File: src/rtl/uart_txrx.sv
`default_nettype none
`timescale 1ns/100ps
// ============================================================================
//  Module   : uart_txrx
//  Purpose  : Full-duplex 8N1 UART. One transmitter and one receiver share a
//             free-running baud generator with 16x oversampling.
//  Ports    : clk       - system clock, rising edge
//             areset    - synchronous, active-high reset
//             divisor   - clocks per baud tick (0 behaves as 1)
//             start     - transmit request level (held high = streaming)
//             in_data   - byte to send, captured at frame start
//             tx        - serial output, idle high
//             tx_done   - one-clock pulse during the last clock of a stop bit
//             rx        - asynchronous serial input
//             out_data  - last correctly framed received byte
//             rx_done   - one-clock pulse when out_data is updated
//  Revision : 1.0 - initial release
// ============================================================================
module uart_txrx #(
  parameter int DATA_BITS  = 8,
  parameter int OVERSAMPLE = 16,
  parameter int DIV_WIDTH  = 16
) (
  input  logic                 clk,
  input  logic                 areset,
  input  logic [DIV_WIDTH-1:0] divisor,
  input  logic                 start,
  input  logic [DATA_BITS-1:0] in_data,
  output logic                 tx,
  output logic                 tx_done,
  input  logic                 rx,
  output logic [DATA_BITS-1:0] out_data,
  output logic                 rx_done
);

  localparam int OS_W = $clog2(OVERSAMPLE);
  localparam int BIT_W = $clog2(DATA_BITS);
  localparam logic [OS_W-1:0]  OS_LAST   = OS_W'(OVERSAMPLE - 1);
  localparam logic [OS_W-1:0]  OS_PENULT = OS_W'(OVERSAMPLE - 2);
  localparam logic [OS_W-1:0]  OS_MID    = OS_W'(OVERSAMPLE / 2 - 1);
  localparam logic [BIT_W-1:0] BIT_LAST  = BIT_W'(DATA_BITS - 1);

  typedef enum logic [1:0] {S_IDLE, S_START, S_DATA, S_STOP} state_t;

  // ---------------- baud generator ----------------
  logic [DIV_WIDTH-1:0] baud_cnt;
  logic [DIV_WIDTH-1:0] baud_div;
  logic [DIV_WIDTH-1:0] div_eff;
  logic                 tick_pre;
  logic                 tick;

  assign div_eff  = (divisor == '0) ? DIV_WIDTH'(1) : divisor;
  // tick_pre is the raw wrap condition; the FSMs act on its registered copy,
  // so tick_pre announces the next FSM tick one clock ahead.
  assign tick_pre = (baud_cnt == baud_div - DIV_WIDTH'(1));

  always_ff @(posedge clk) begin
    if (areset) begin
      baud_cnt <= '0;
      baud_div <= div_eff;
      tick     <= 1'b0;
    end else begin
      tick <= tick_pre;
      if (tick_pre) begin
        baud_cnt <= '0;
        baud_div <= div_eff;   // divisor changes only land on a wrap
      end else begin
        baud_cnt <= baud_cnt + 1'b1;
      end
    end
  end

  // ---------------- transmitter ----------------
  state_t               tx_state;
  logic [OS_W-1:0]      tx_tcnt;
  logic [BIT_W-1:0]     tx_bcnt;
  logic [DATA_BITS-1:0] tx_shreg;
  logic                 tx_last_clk;

  // True when the coming edge is the final tick of the stop bit, so tx_done
  // covers the last stop-bit clock and a producer reacting to it still gets
  // its new in_data latched for a back-to-back frame.
  assign tx_last_clk = (tx_state == S_STOP) && tick_pre &&
                       ((tick && tx_tcnt == OS_PENULT) || (!tick && tx_tcnt == OS_LAST));

  always_ff @(posedge clk) begin
    if (areset) begin
      tx_state <= S_IDLE;
      tx_tcnt  <= '0;
      tx_bcnt  <= '0;
      tx_shreg <= '0;
      tx       <= 1'b1;
      tx_done  <= 1'b0;
    end else begin
      tx_done <= tx_last_clk;
      case (tx_state)
        S_IDLE: begin
          tx <= 1'b1;
          if (tick && start) begin
            tx_shreg <= in_data;
            tx_tcnt  <= '0;
            tx       <= 1'b0;
            tx_state <= S_START;
          end
        end
        S_START: if (tick) begin
          if (tx_tcnt == OS_LAST) begin
            tx_tcnt  <= '0;
            tx_bcnt  <= '0;
            tx       <= tx_shreg[0];
            tx_state <= S_DATA;
          end else tx_tcnt <= tx_tcnt + 1'b1;
        end
        S_DATA: if (tick) begin
          if (tx_tcnt == OS_LAST) begin
            tx_tcnt <= '0;
            if (tx_bcnt == BIT_LAST) begin
              tx       <= 1'b1;
              tx_state <= S_STOP;
            end else begin
              tx_bcnt  <= tx_bcnt + 1'b1;
              tx_shreg <= tx_shreg >> 1;
              tx       <= tx_shreg[1];
            end
          end else tx_tcnt <= tx_tcnt + 1'b1;
        end
        S_STOP: if (tick) begin
          if (tx_tcnt == OS_LAST) begin
            tx_tcnt <= '0;
            if (start) begin
              tx_shreg <= in_data;
              tx       <= 1'b0;
              tx_state <= S_START;
            end else begin
              tx       <= 1'b1;
              tx_state <= S_IDLE;
            end
          end else tx_tcnt <= tx_tcnt + 1'b1;
        end
        default: tx_state <= S_IDLE;
      endcase
    end
  end

  // ---------------- receiver ----------------
  logic [1:0] rx_sync;
  logic       rx_s;
  logic       rx_prev;

  assign rx_s = rx_sync[1];

  always_ff @(posedge clk) begin
    if (areset) begin
      rx_sync <= 2'b11;
      rx_prev <= 1'b1;
    end else begin
      rx_sync <= {rx_sync[0], rx};
      rx_prev <= rx_s;
    end
  end

  state_t               rx_state;
  logic [OS_W-1:0]      rx_tcnt;
  logic [BIT_W-1:0]     rx_bcnt;
  logic [DATA_BITS-1:0] rx_shreg;

  always_ff @(posedge clk) begin
    if (areset) begin
      rx_state <= S_IDLE;
      rx_tcnt  <= '0;
      rx_bcnt  <= '0;
      rx_shreg <= '0;
      out_data <= '0;
      rx_done  <= 1'b0;
    end else begin
      rx_done <= 1'b0;
      case (rx_state)
        // Arm on a high-to-low transition so a line still low after a
        // framing error does not start a phantom frame.
        S_IDLE: if (rx_prev && !rx_s) begin
          rx_tcnt  <= '0;
          rx_state <= S_START;
        end
        S_START: if (tick) begin
          if (rx_tcnt == OS_MID) begin
            rx_tcnt  <= '0;
            rx_bcnt  <= '0;
            rx_state <= rx_s ? S_IDLE : S_DATA;
          end else rx_tcnt <= rx_tcnt + 1'b1;
        end
        S_DATA: if (tick) begin
          if (rx_tcnt == OS_LAST) begin
            rx_tcnt  <= '0;
            rx_shreg <= {rx_s, rx_shreg[DATA_BITS-1:1]};
            if (rx_bcnt == BIT_LAST) rx_state <= S_STOP;
            else                     rx_bcnt  <= rx_bcnt + 1'b1;
          end else rx_tcnt <= rx_tcnt + 1'b1;
        end
        S_STOP: if (tick) begin
          if (rx_tcnt == OS_LAST) begin
            rx_tcnt <= '0;
            if (rx_s) begin
              out_data <= rx_shreg;
              rx_done  <= 1'b1;
            end
            rx_state <= S_IDLE;
          end else rx_tcnt <= rx_tcnt + 1'b1;
        end
        default: rx_state <= S_IDLE;
      endcase
    end
  end

endmodule
`default_nettype wire

File: config.mk
export PLATFORM = sky130hd
export DESIGN_NAME = uart_txrx
export DESIGN_NICKNAME = d
export VERILOG_FILES = /design/src/rtl/uart_txrx.sv
export SDC_FILE = /design/constraint.sdc
export NUM_CORES = 1
export LEC_CHECK = 0
export BUFFER_PORTS_ARGS = -buffer_cell sky130_fd_sc_hd__buf_2
export CAP_MARGIN = 20
export CORE_ASPECT_RATIO = 1.25
export CORE_MARGIN = 1.5
export CORE_UTILIZATION = 45
export DETAILED_ROUTE_END_ITERATION = 10
export PLACE_DENSITY = 0.66
export SETUP_SLACK_MARGIN = 0.2
export SYNTH_ARGS = -nofsm -noshare
export SYNTH_HDL_FRONTEND = slang
export SYNTH_SLANG_ARGS = --single-unit
File: constraint.sdc
create_clock -name clk -period 3.5 [get_ports clk]
set_input_delay 0.175 -clock clk [delete_from_list [all_inputs] [get_ports clk]]
set_output_delay 0.175 -clock clk [all_outputs]
set_load 0.005 [all_outputs]
**Yosys cells after proc, flatten, opt, wreduce, memory -nomap -nowiden**

Cells that the tools add are included.
Widths: inputs -> output; s select.

- Logic and storage cells: 154
- Input port bits: 28
- Bits in registers: 81
- Output and inout bits: 11

- $add $sub $neg: 6
- Muxes and demuxes: 64
- Equality and inequality tests: 34
- Bitwise gates (word level): 3
- Reductions and logical operators: 30

Operators with widths:

| kind | number |
|---|---|
| $mux 8 | 7 |
| $mux 16 | 3 |
| $ne 2x2->1 const B | 18 |
| $mux 2 | 17 |
| $mux 4 | 8 |
| $mux 3 | 10 |
| $pmux 8 s3 | 1 |
| $reduce_and 8->1 | 3 |
| $reduce_and 6->1 | 3 |
| $add 16x1->16 const B | 1 |
| $eq 16x16->1 | 1 |
| $logic_not 16->1 | 1 |
| $pmux 2 s4 | 2 |
| $sub 16x1->16 const B | 1 |
| $eq 4x4->1 const B | 3 |
| $pmux 3 s2 | 2 |
| $pmux 4 s3 | 1 |
| $mux 1 | 11 |
| $add 4x1->4 const B | 2 |
| $eq 2x2->1 const B | 4 |
| $pmux 4 s2 | 1 |
| $add 3x1->3 const B | 2 |
| $eq 3x3->1 const B | 2 |
| $logic_and 1x1->1 | 6 |
| 16 further kinds | 27 |

**Longest topological paths before layout**

Gate-level depths: netlist of run 1.

- Word-level depth: 5
- Gate-level depth with buffers: 11
- Mapped depth without buffers: 8

**Worst setup path before layout of run 1**

Ideal clock, no wire load.

- Path kind: flip-flop to flip-flop
- Start point: reg baud_div[0]
- End point: reg baud_div[0] (enable)
- Required time: 3,089 ps
- Data arrival time: 3,051 ps
- Setup time: 411 ps
- Path buffers: 1
- Period minus slack after synthesis: 3,463 ps
- Cell stages (with the launch flop): 10
- Setup slack: 37 ps
- Path through: edfxtp_1 inv_1 ha_1 nor2b_1 clkbuf_1 a31oi_1 or3_1 nor4_2 nand3_1 o21ai_0

- Cells in the longest elaborated chain, start to end: 3

RTL lines:

| what | RTL line | source |
|---|---|---|
| start, declared | 47 | `logic [DIV_WIDTH-1:0] baud_div;` |
| start signal, assigned | 60 | `baud_div <= div_eff;` |
| start signal, assigned | 66 | `baud_div <= div_eff;` |
| $sub 16x1->16 | 55 | `assign tick_pre = (baud_cnt == baud_div - DIV_WIDTH'(1));` |
| $eq 16x16->1 | 55 |  |
| $reduce_bool 2->1 (no line) | -- |  |

Every way passes these cells.
A chain may end at the register's enable or synchronous reset.

**Worst setup path after layout of run 1**

- Start point: reg baud_div[0]
- End point: reg baud_div[8] (enable)

The elaborated chain is that of the path after synthesis.

==> results of run 1 <==
stage by stage:
step           instances  hold WS (ns)  total power [uW]
6_report             583       0.03238              2066
2_1_floorplan        441        0.2788              1163
4_1_cts              583       0.02109              2095
5_1_grt              583       0.02951              2147
3_3_place_gp         568        0.3633              1205
3_5_place_dp         568        0.3694              1211
critical path, stage by stage, from the launching register on:
cell,delay (ns)
edfxtp_1,0.46
inv_1,0.10
ha_1,0.18
nor2b_1,0.45
a31oi_1,0.15
or3_1,0.34
nor4_2,0.24
nand3_1,0.20
o21ai_1,0.19
buf_4,0.26
cell usage in the layout, fill, tap and decap left out, types with 2 or more instances in the layout:
cell / instances
buf_2: 38
a21boi_0: 2
inv_1: 13
a32oi_1: 2
or3_1: 7
edfxtp_1: 16
nand4_1: 9
ha_1: 15
o31ai_1: 2
or4_1: 2
o21bai_1: 2
mux2i_1: 31
or4_4: 2
nor3_1: 8
nand3_1: 13
a21oi_1: 20
nor3_2: 3
a31oi_1: 4
nor2b_1: 8
dfxtp_1: 65
nand3b_1: 5
nor4_2: 2
nand2_1: 16
nor4b_1: 2
xnor2_1: 18
a22oi_1: 4
o21ai_0: 11
a211oi_1: 14
and3_1: 2
or2_2: 5
xor2_1: 14
nor2_1: 53
a211oi_2: 2
mux2_2: 7
buf_4: 3
nor4_1: 7
clkbuf_16: 10
metal layers:
metal  vias to the layer above  track usage (%)  part of all wire (%)
met4                         0            8.513                   2.3
met5                         -                0                     0
met2                        67            30.13                    52
li1                       1598                -                     -
met1                      1507            19.48                    43
met3                        15            2.616                   2.8
how the worst max path moves through the flow:
| stage | start | to | slack (ns) |
|---|---|---|---|
| 2_1_floorplan | baud_div[0] | baud_div[0] | 0.47 |
| 3_3_place_gp | baud_div[0] | baud_div[8] | 0.73 |
| 3_5_place_dp | baud_div[0] | baud_div[8] | 0.63 |
| 4_1_cts | baud_div[0] | baud_div[8] | 0.61 |
| 5_1_grt | baud_div[0] | baud_div[8] | 0.32 |
| 6_report | baud_div[0] | baud_div[8] | 0.61 |
report_power, final:
group          total (uW)  switching, uW  internal (uW)
clock                 876            356            520
combinational         177           96.9           80.5
sequential           1010           28.8            984
total                2070            482           1580
cells by family (layout without fill, tap and decap cells):
group                    count (synthesis)  after routing
XOR/XNOR                                32             32
multiplexers                            38             38
flip-flops                              81             81
AND/OR/NAND/NOR                        151            151
AO/OA/AOI/OAI                           74             74
adder cells (fa/ha/maj)                 15             15
buffers and inverters                   50             69
layout make-up:
class / instances / area, sq um / area share (%)
multi-input cells: 310 / 2177 / 46.76
flip-flops and latches: 81 / 1782 / 38.27
clock buffers: 11 / 254.0 / 5.456
repair buffers: 41 / 212.7 / 4.569
well taps: 123 / 153.9 / 3.306
inverters: 13 / 48.80 / 1.048
clock inverters: 4 / 27.53 / 0.5912
flip-flops by register name, summed over array words and instances (netlist names), 2 cells and up, named ones only:
name,cells
rx_shreg,8
out_data,8
tx_shreg,8
rx_bcnt,3
tx_tcnt,4
tx_state,2
rx_tcnt,4
rx_sync,2
tx_bcnt,3
baud_div,16
baud_cnt,16
==> results.yml, run 1 <==
outcome:
  status: "completed"
grt:
  antenna_found_initial: 0
  grt.overflow.total: 0
  grt_use_total_pct: 17.13
  grt_max_degree: 39
  grt_pass1_vias: 3074
  grt_pass1_wl_mm: 13.40
routing:
  viasPerCell: 5.467
  drt_drc_violations_left: 0
  drtIter0Drc: 102
  wl_mm: 8.026
  ant_nets: 0
  wl_per_cell_microns: 13.77
  vias: 3187
  firstDrtPassIters: 5
yosys:
  synth_top_family_by_area: "simple AND/OR/NAND/NOR gates"
  synthTopCellsByArea: "dfxtp_1 31%, edfxtp_1 12%, mux2i_1 7.4%"
  syn_nets: 484
  synth_edf_count: 16
  synth-simple-area-share_pct: 19.80
  ys_types: 57
  netlist_top_cells_count: "65 x dfxtp_1, 53 x nor2_1, 31 x clkbuf_1, 31 x mux2i_1, 20 x a21oi_1"
  syn_inst: 441
  netlist_area_sq_um: 4172
  yosysWarnings: 0
  ys_ff_latch: 81
  synthMuxAreaShare_pct: 9.328
  synth_seq_area_share_pct: 42.71
  synth_compound_area_share_pct: 11.85
  synthAdderAreaFrac_pct: 4.499
  yosysTopAreaCell: "dfxtp_1"
  synthXorXnorAreaFrac_pct: 6.719
  synth_top_area_share_pct: 31.19
  async_reset_ff_share_pct: 0
  synth_most_common_cell: "dfxtp_1"
  synth.avg_cell_area_sq_um: 9.459
  synth_ff_type: "dfxtp_1"
worst_setup_path:
  r2r_start: "baud_div[0]"
  r2r_slack_ns: 0.61
  arrival_ns: 2.91
  end_kind: "flip-flop"
  worstSetupStartpointType: "flip-flop"
  path_max_fanout: 16
  timing.rr.end: "baud_div[8]"
  required_ns: 3.52
  rr_worst_depth: 9
  worst-setup-path-type: "flip-flop to flip-flop"
timing:
  setup_viol: 0
  rsz0062_at_grt: "no"
  slew_headroom_pct: 48.61
  fmax_mhz: 345.5
  worst_pin_slew_ns: 0.7666
  tns_ns: 0
  layout_setup_ws_ns: 0.6060
  period_share_pct: 82.69
  hold_viol: 0
  layout_min_cycle_time_ns: 2.894
  finClkSkew_ns: 0.005967
  drv_slew: 0
placed_design:
  io_buffer_count: 38
  place_ws_ns: 0.6339
  post_dp_cell_area_sq_um: 4374
  place_congestion: 0.9008
  dpl.hpwl_mm: 5.904
clock_tree:
  cts_tree: "yes"
  insertion_delay_ns: 0.33
  cts_htree_levels: 3
  postCtsHoldBufs: 0
  cts.sinks: 81
  cts.clk_slew.worst_paths_ns: 0.06
  cts-root-buf: "clkbuf_16"
  clockBufferDepth: 2
  cts_repair_resize_count: 0
  numCtsBuffers: 9
  postCtsSetupBuffers: 0
power:
  p_leak_uw: 0.001734
  powerDensity_nw_per_um2: 443.7
  peakVddDrop_mv: 0.2756
final_layout:
  area_delta_synth_final_pct: 11.61
  fillers: 841
  stdcell_area_sq_um: 4656
  fin_util_pct: 51.30
  diodes: 0
  fin_nets: 499
  drive_above_1_share_pct: 17.17
worst_hold_path:
  worstHoldPathCells: 2
  min_to: "rx_sync[0]"
  hold_class: "primary input to flip-flop"
  worstHoldStart: "rx"
floorplan:
  io_pins: 39
  floorplan.initialDensity_pct: 45.96
  row_count: 39
  die_w_microns: 89.12
  dieArea_sq_um: 9860
  die_y_microns: 110.6
  core_area_sq_um: 9076
flow_run:
  maxCapViolations: 0
Note: power is estimated with default switching activity, not from simulation.
==> run 2, diff against run 1 <==
==> constraint.sdc (replaced) <==
create_clock -name clk -period 2.6 [get_ports clk]
set_input_delay 0.13 -clock clk [delete_from_list [all_inputs] [get_ports clk]]
set_output_delay 0.13 -clock clk [all_outputs]
set_load 0.005 [all_outputs]
==> results.yml, run 2 (synthesis gave the netlist of run 1 again) <==
final_layout:
  layout_common_cells: "65 x dfxtp_1, 52 x nor2_1, 38 x buf_2"
  fillers: 811
  area_delta_synth_final_pct: 22.65
  mostFrequentLayoutCell: "dfxtp_1"
  stdcell_area_sq_um: 5116
  top_regs: "baud_cnt: 16 flops, baud_div: 16 flops"
  stdcell_count: 625
  fin_nets: 540
  drive_above_1_share_pct: 22.51
  diodes: 0
floorplan:
  io_pins: 39
  row_count: 39
  floorplan.initialDensity_pct: 45.96
  core_area_sq_um: 9076
  die_y_microns: 110.6
  die_w_microns: 89.12
  dieArea_sq_um: 9860
timing:
  hold_viol: 0
  drv_slew: 0
  rsz0062_at_grt: "yes"
  setup_viol: 0
  finClkSkew_ns: 0.006225
  tns_ns: 0
  period_share_pct: 95.10
  fmax_mhz: 404.5
  worst_pin_slew_ns: 0.5963
  layout_min_cycle_time_ns: 2.472
  slew_headroom_pct: 59.89
grt:
  grt.overflow.total: 0
  antenna_found_initial: 0
  grt_pass1_wl_mm: 14.51
  grt_max_degree: 27
  grt_use_total_pct: 18.61
  grt_pass1_vias: 3327
routing:
  drt_drc_violations_left: 0
  vias: 3330
  wl_per_cell_microns: 13.95
  top_layer: "met4"
  wl_mm: 8.718
  drtIter0Drc: 87
  firstDrtPassIters: 4
  wl_met1_mm: 3.728
  viasPerCell: 5.328
  wl_met2_mm: 4.544
  ant_nets: 0
  wl_met3_microns: 225
worst_setup_path:
  critical_path.top_delay_family: "simple AND/OR/NAND/NOR gates"
  worst-setup-path-type: "flip-flop to flip-flop"
  path_cells: "or4_4 -> nor3_2 -> a31oi_1 -> nor4_2 -> nand3_2 -> o21ai_4 -> buf_12"
  slowest_delay_ns: 0.59
  r2r_slack_ns: 0.13
  path_max_fanout: 16
  path_buf_inv: 1
  rr_worst_depth: 7
  worstSetupStartpointType: "flip-flop"
  cp.depth: 7
  end_kind: "flip-flop"
  critPathLaunch: "baud_div[11]"
  crit_slowest_cell: "or4_4"
  required_ns: 2.64
  r2r_start: "baud_div[11]"
  endpoint: "baud_div[4]"
  timing.rr.end: "baud_div[4]"
  arrival_ns: 2.52
placed_design:
  post_dp_cell_area_sq_um: 4609
  dpl.hpwl_mm: 6.223
  io_buffer_count: 38
  dp.cells: 591
  place_congestion: 0.8726
clock_tree:
  clockBufferDepth: 2
  cts-root-buf: "clkbuf_16"
  numCtsBuffers: 9
  cts.sinks: 81
  cts.clk_slew.worst_paths_ns: 0.06
  insertion_delay_ns: 0.33
  cts_htree_levels: 3
  cts_tree: "yes"
flow_run:
  maxCapViolations: 0
power:
  powerDensity_nw_per_um2: 567.0
  peakVddDrop_mv: 0.4137
  p_leak_uw: 0.001951
outcome:
  status: "completed"
worst_hold_path:
  hold_class: "primary input to flip-flop"
run 2: cell count changes in the layout (fill, tap and decap cells not counted), moves of 2 or more:
cell,previous run,this run
buf_12,0,3
buf_4,3,24
dlygate4sd3_1,0,16
nand3_1,13,11
nand3_2,0,2
run 2: area by class of cell:
type	count	area (sq um)	area share, %
multi-input cells	310	2220	43.38
flip-flops and latches	81	1782	34.83
repair buffers	82	615.6	12.03
clock buffers	10	229.0	4.475
well taps	123	153.9	3.008
clock inverters	6	67.56	1.321
inverters	13	48.80	0.9538
run 2: what timing repair did:
item / CTS / global route
resized for setup: 1 / 4
setup endpoints to repair: 17 / 42
hold buffers: 16 / 0
endpoints found under the hold margin: 16 / 0
buffers inserted: 1 / 0
pin swaps: 2 / 0
cloned: 0 / 1
run 2: per-stage QoR:
stage	util, %	total power [uW]	worst slack [ns]	hold slack [ns]
6_report	56.37	2901	0.1275	0.06772
5_1_grt	56.37	3033	0.008624	0.06920
4_1_cts	55.93	2938	0.1164	0.05270
3_5_place_dp	50.79	1660	0.06304	0.3196
3_3_place_gp	50.79	1649	0.09282	0.3169
2_1_floorplan	-	1568	0.03878	0.2338
run 2: worst reg2reg max path: stages, from the launching register on:
cell      delay [ns]
edfxtp_1        0.40
or4_4           0.59
nor3_2          0.20
a31oi_1         0.13
nor4_2          0.34
nand3_2         0.17
o21ai_4         0.18
buf_12          0.17
run 2: power breakdown:
| group | switching (uW) | total (uW) | internal [uW] |
|---|---|---|---|
| logic | 149 | 296 | 147 |
| registers | 31.7 | 1360 | 1320 |
| clock network | 502 | 1250 | 747 |
| total | 683 | 2900 | 2220 |
run 2: worst min-delay path by stage:
stage / startpoint / endpoint / cells past startpoint
global placement: rx / rx_sync[0] / 2
CTS: divisor[0] / baud_div[0] / 2
finish: divisor[0] / baud_div[0] / 2
global route: divisor[0] / baud_div[0] / 2
floorplan: rx / rx_sync[0] / 1
detailed placement: rx / rx_sync[0] / 2
run 2: routing by layer:
layer,vias to the layer above,track usage [%]
met4,0,7.692
met5,-,0
met2,48,31.83
met1,1575,21.24
met3,19,5.157
li1,1688,-
